==> config.mk <==
export PLATFORM = sky130hd
export DESIGN_NAME = vec_chunk_buffer
export DESIGN_NICKNAME = d
export VERILOG_FILES = /design/src/rtl/bespoke_pkg.sv /design/src/rtl/vec_bank.sv /design/src/rtl/vec_chunk_buffer.sv
export SDC_FILE = /design/constraint.sdc
export NUM_CORES = 1
export LEC_CHECK = 0
export CORE_UTILIZATION = 30
export DETAILED_ROUTE_END_ITERATION = 7
export PLACE_DENSITY = 0.53
export RECOVER_POWER = 50
export SLEW_MARGIN = 20
export SYNTH_ARGS = -nofsm -noshare
export SYNTH_HDL_FRONTEND = slang
export SYNTH_SLANG_ARGS = --single-unit
==> constraint.sdc <==
create_clock -name clk_in -period 2.6 [get_ports clk_in]
set_clock_uncertainty 0.15 [all_clocks]
set_input_delay 0.52 -clock clk_in [delete_from_list [all_inputs] [get_ports clk_in]]
set_output_delay 0.52 -clock clk_in [all_outputs]
set_load 0.005 [all_outputs]
==> src/rtl/bespoke_pkg.sv <==
// Shared element type and sizing helper for the ping-pong vector buffer.
package bespoke_pkg;

  typedef logic signed [7:0] elem_t;

  localparam int unsigned ElemW = 8;

  function automatic int unsigned chunks_f(input int unsigned vec_length,
                                           input int unsigned read_regs);
    return vec_length / read_regs;
  endfunction

endpackage

==> src/rtl/vec_bank.sv <==
// One vector bank: element-indexed write port, chunk-indexed combinational read port.
module vec_bank
  import bespoke_pkg::*;
#(
  parameter int unsigned VecLength = 16,
  parameter int unsigned ReadRegs  = 4,
  localparam int unsigned Chunks   = chunks_f(VecLength, ReadRegs),
  localparam int unsigned IdxW     = (VecLength > 1) ? $clog2(VecLength) : 1,
  localparam int unsigned ChunkW   = (Chunks > 1) ? $clog2(Chunks) : 1
) (
  input  logic                      clk_in,
  input  logic                      i_we,
  input  logic [IdxW-1:0]           i_idx,
  input  elem_t                     i_data,
  input  logic [ChunkW-1:0]         i_chunk,
  output logic [ReadRegs*ElemW-1:0] o_chunk
);

  // Storage is deliberately unreset; validity is tracked by the owner's full flags.
  elem_t r_mem [VecLength];

  always_ff @(posedge clk_in) begin
    if (i_we) begin
      r_mem[i_idx] <= i_data;
    end
  end

  always_comb begin
    o_chunk = '0;
    for (int l = 0; l < ReadRegs; l++) begin
      o_chunk[l*ElemW +: ElemW] = r_mem[IdxW'(32'(i_chunk) * ReadRegs + 32'(l))];
    end
  end

endmodule

==> src/rtl/vec_chunk_buffer.sv <==
// Ping-pong vector store: serial element fill on one bank, chunked re-reads from the other.
module vec_chunk_buffer
  import bespoke_pkg::*;
#(
  parameter int unsigned VecLength = 16,
  parameter int unsigned ReadRegs  = 4
) (
  input  logic                      clk_in,
  input  logic                      rst_in,
  input  logic                      wr_valid,
  input  elem_t                     wr_data,
  input  logic                      rd_chunk_next,
  input  logic                      rd_ptr_rst,
  input  logic                      rd_release,
  output logic [ReadRegs*ElemW-1:0] rd_data,
  output logic                      rd_ready,
  output logic                      wr_full,
  output logic                      overflow
);

  localparam int unsigned Chunks = chunks_f(VecLength, ReadRegs);
  localparam int unsigned IdxW   = (VecLength > 1) ? $clog2(VecLength) : 1;
  localparam int unsigned ChunkW = (Chunks > 1) ? $clog2(Chunks) : 1;

  if (VecLength % ReadRegs != 0) begin : g_bad_geometry
    $error("VecLength must be a multiple of ReadRegs");
  end

  logic [1:0]        r_full;
  logic              r_wr_bank;
  logic              r_rd_bank;
  logic [IdxW-1:0]   r_wr_cnt;
  logic [ChunkW-1:0] r_rd_ptr;
  logic              r_overflow;

  logic                      w_accept;
  logic                      w_wr_last;
  logic                      w_release;
  logic [1:0]                w_we;
  logic [1:0]                w_full_d;
  logic [ReadRegs*ElemW-1:0] w_chunk [2];

  // Admission looks only at registered state, so a same-cycle release never frees a slot.
  always_comb begin
    w_accept  = wr_valid & ~r_full[r_wr_bank];
    w_wr_last = w_accept & (r_wr_cnt == IdxW'(VecLength - 1));
    w_release = rd_release & rd_ready;
    w_we      = '0;
    w_we[r_wr_bank] = w_accept;
    // Completion and release can never target the same bank.
    w_full_d  = r_full;
    if (w_release) w_full_d[r_rd_bank] = 1'b0;
    if (w_wr_last) w_full_d[r_wr_bank] = 1'b1;
  end

  always_ff @(posedge clk_in) begin
    if (rst_in) begin
      r_full     <= '0;
      r_wr_bank  <= 1'b0;
      r_rd_bank  <= 1'b0;
      r_wr_cnt   <= '0;
      r_rd_ptr   <= '0;
      r_overflow <= 1'b0;
    end else begin
      r_full <= w_full_d;
      if (w_accept) begin
        r_wr_cnt <= w_wr_last ? '0 : r_wr_cnt + IdxW'(1);
      end
      if (w_wr_last) begin
        r_wr_bank <= ~r_wr_bank;
      end
      if (wr_valid && !w_accept) begin
        r_overflow <= 1'b1;
      end
      if (w_release) begin
        r_rd_bank <= ~r_rd_bank;
        r_rd_ptr  <= '0;
      end else if (rd_ready) begin
        if (rd_ptr_rst) begin
          r_rd_ptr <= '0;
        end else if (rd_chunk_next) begin
          r_rd_ptr <= (r_rd_ptr == ChunkW'(Chunks - 1)) ? '0 : r_rd_ptr + ChunkW'(1);
        end
      end
    end
  end

  for (genvar b = 0; b < 2; b++) begin : g_bank
    vec_bank #(
      .VecLength(VecLength),
      .ReadRegs (ReadRegs)
    ) u_bank (
      .clk_in (clk_in),
      .i_we   (w_we[b]),
      .i_idx  (r_wr_cnt),
      .i_data (wr_data),
      .i_chunk(r_rd_ptr),
      .o_chunk(w_chunk[b])
    );
  end

  always_comb begin
    rd_ready = r_full[r_rd_bank];
    wr_full  = r_full[0] & r_full[1];
    overflow = r_overflow;
    rd_data  = rd_ready ? w_chunk[r_rd_bank] : '0;
  end

endmodule

==> results.py <==
metrics = {
    "logic_synthesis": {
        "synth_adder_area_share_pct": 0.5977,
        "syn-instance-count": 491,
        "ys_seq_area_share_pct": 75.93,
        "synth-seq-cells": 269,
        "synth_xor_xnor_area_share_pct": 0,
        "synth_warnings": 0,
        "synth.distinct_cells": 37,
        "syn_area_per_cell_um2": 21.32,
        "synth_top_flop_cell": "edfxtp_1",
        "synth_edf_count": 256,
        "syn_area_um2": 10470,
        "synth_top_family_by_area": "multiplexers",
        "syn-num-nets": 510,
        "netlist_top_cells_count": "edfxtp_1, mux4_2, a22o_1, and2_1, dfxtp_1",
        "synth-simple-area-share_pct": 3.502,
        "yosysMostFrequentCell": "edfxtp_1",
        "synth-compound-area-share_pct": 3.956,
        "synth_top_area_cell": "edfxtp_1",
        "ys_async_sr_fraction_pct": 0,
        "synthMuxAreaShare_pct": 14.10,
        "synthTopCellsByArea": "edfxtp_1, mux4_2, a22o_1, dfxtp_1, and2_1",
        "synth_top_area_share_pct": 73.44,
    },
    "final_layout": {
        "fill_cells": 3098,
        "fin_nets": 632,
        "area_growth_pct": 23.63,
        "fin_cells": 1087,
        "n_antenna_cell": 0,
        "final_area_um2": 12940,
        "drive_gt1_share_pct": 31.80,
        "fin_util_pct": 37.56,
    },
    "placed_design": {
        "gp_congestion": 0.7684,
        "io_buffers": 48,
        "placed_area_um2": 12050,
        "place_ws_ps": -101.8,
        "dp_hpwl_um": 13590,
        "place_inst": 1020,
    },
    "detailed_routing": {
        "wl_um": 22420,
        "drt-pass1-iter-count": 4,
        "num_vias": 5177,
        "antenna_left": 0,
        "initialDrtViolationCount": 396,
        "via_per_inst": 4.763,
        "drc": 0,
        "wl_per_cell_um": 20.62,
    },
    "clocking": {
        "clk_latency_ps": 520,
        "cts_buffer_depth": 3,
        "h-tree-depth": 1,
        "clkSinkCount": 269,
        "numCtsBuffers": 27,
        "postCtsHoldBufs": 0,
        "cts_root_buf": "clkbuf_16",
        "tritoncts": "yes",
        "clk_pin_slew_worst_paths_ps": 60,
    },
    "sta": {
        "setup-tns-final_ps": -3285,
        "slew_violations": 263,
        "tightest_slew_ps": 1672,
        "relSlewSlack_pct": -11.46,
        "fin_crit_ps": 2770,
        "worst_slack_ps": -170.2,
        "rsz0062_at_grt": "true",
        "final_hold_viol_count": 0,
        "fin_crit_sh_pct": 106.5,
        "whs_ps": 342.1,
        "clock.fmax_mhz": 361.0,
        "setup_viol": 31,
    },
    "setup_path": {
        "r2r-start": "r_wr_cnt[0]$_SDFFE_PP0P_",
        "cp.arrival_ps": 2100,
        "r2r_setup_slack_ps": 490,
        "critPathMaxFanout": 6,
        "critical_path_class": "flop to output pin",
        "required_ps": 1930,
        "endpoint_kind": "output pin",
        "startpoint_type": "flop",
        "startpoint": "r_rd_ptr[0]$_SDFFE_PP0P_",
    },
    "grt": {
        "grt_pass1_wl_um": 34510,
        "grt_max_degree": 51,
        "use_met1_pct": 17.17,
        "use_met2_pct": 21.63,
        "antenna_found_initial": 0,
        "grt_pass1_vias": 5610,
        "met3_usage_pct": 1.974,
        "grt_overflow": 0,
        "busiest_layer": "met2",
        "track_usage_pct": 12.80,
    },
    "floorplan": {
        "start_util_pct": 30.38,
        "die_h_um": 188.8,
        "rows": 68,
        "die_x_um": 188.8,
        "fp.coreArea_um2": 34460,
        "die-area_um2": 35640,
        "ios": 49,
    },
    "outcome": {
        "status": "finished with violations",
        "failed_checks": "capacitance limit, slew limit, setup timing",
    },
    "worst_hold_path": {
        "min-delay-start": "overflow$_SDFFE_PP0P_",
        "min_path_type": "flop to flop",
    },
    "power": {
        "leakage_nw": 4.144,
        "peakVddDrop_v": 0.0004255,
        "power_density_nw_per_um2": 659.3,
        "total_power_mw": 8.532,
    },
    "run": {
        "maxCapViolations": 8,
    },
}
[what timing repair did]
item                                    4_1_cts  5_1_grt
endpoints found under the setup margin       32       33
gates resized for setup                     144        7
pin swaps                                    29       17
gates cloned                                  5        0
setup buffers                                22        1
[cell families after synthesis]
family / Yosys count
AO/OA/AOI/OAI: 53
adder cells (fa/ha/maj): 5
buffers and inverters: 35
flip-flops: 269
multiplexers: 67
AND/OR/NAND/NOR: 62
[power breakdown]
part           switching [mW]  internal (mW)  total [mW]
Combinational           0.115         0.0576       0.173
Clock                    1.49           2.10        3.59
Sequential            0.00672           4.77        4.77
[cells in the final DEF (no fill, tap or decap), types with 2 or more instances in the layout]
| cell type | instances |
|---|---|
| buf_2 | 32 |
| dfxtp_2 | 2 |
| a221oi_1 | 2 |
| or4_1 | 2 |
| nor2_1 | 6 |
| clkinv_2 | 2 |
| nand3_1 | 3 |
| edfxtp_1 | 256 |
| nor3_1 | 7 |
| dfxtp_1 | 9 |
| clkdlybuf4s50_1 | 7 |
| buf_4 | 22 |
| clkbuf_1 | 18 |
| buf_12 | 29 |
| ha_1 | 5 |
| nor4_1 | 3 |
| a22o_1 | 32 |
| bufinv_16 | 2 |
| nand2_1 | 3 |
| a211oi_1 | 2 |
| nand2b_1 | 2 |
| a21oi_1 | 7 |
| clkinv_1 | 8 |
| buf_6 | 8 |
| and2_1 | 27 |
| o31ai_1 | 2 |
| nand4b_1 | 2 |
| dfxtp_4 | 2 |
| clkbuf_16 | 27 |
| mux4_2 | 64 |
| buf_8 | 3 |
| inv_1 | 7 |
| o21ai_0 | 5 |
| dlygate4sd3_1 | 9 |
[critical path, stage by stage, from the launching register on]
cell and delay [ps]:
dfxtp_4 400, buf_12 130, buf_12 120, mux4_2 510, a22o_1 270, buf_2 140
[final timing paths]
| path | depth (start not counted) | end |
|---|---|---|
| max | 5 | rd_data[16] |
| min | 2 | overflow$_SDFFE_PP0P_ |
| max reg2reg | 4 | g_bank[1].u_bank.r_mem[15][5]$_DFFE_PP_ |
| min reg2reg | 2 | overflow$_SDFFE_PP0P_ |
[routing by layer]
layer  vias up  wire, um
met5         -         0
met4         0       422
met3        35      1048
met2       127     11100
met1      2716      9848
li1       2299         -
[sequential cells by signal, summed over array words and instances (netlist names), named ones only]
register / cells
g_bank.u_bank.r_mem: 256
r_wr_cnt: 4
r_full: 2
r_rd_ptr: 2
overflow: 1
r_rd_bank: 1
r_wr_bank: 1
[area by class of cell]
class | count | area [um^2] | area share (%)
tap | 455 | 569.3 | 4.399
sequential | 269 | 7958 | 61.49
inverter | 7 | 26.28 | 0.2030
multi-input combinational | 187 | 2328 | 17.99
clock buffer | 35 | 705.7 | 5.453
clock inverter | 13 | 107.6 | 0.8315
timing repair buffer | 121 | 1246 | 9.630
No activity file was read; power rests on OpenSTA's default activity.
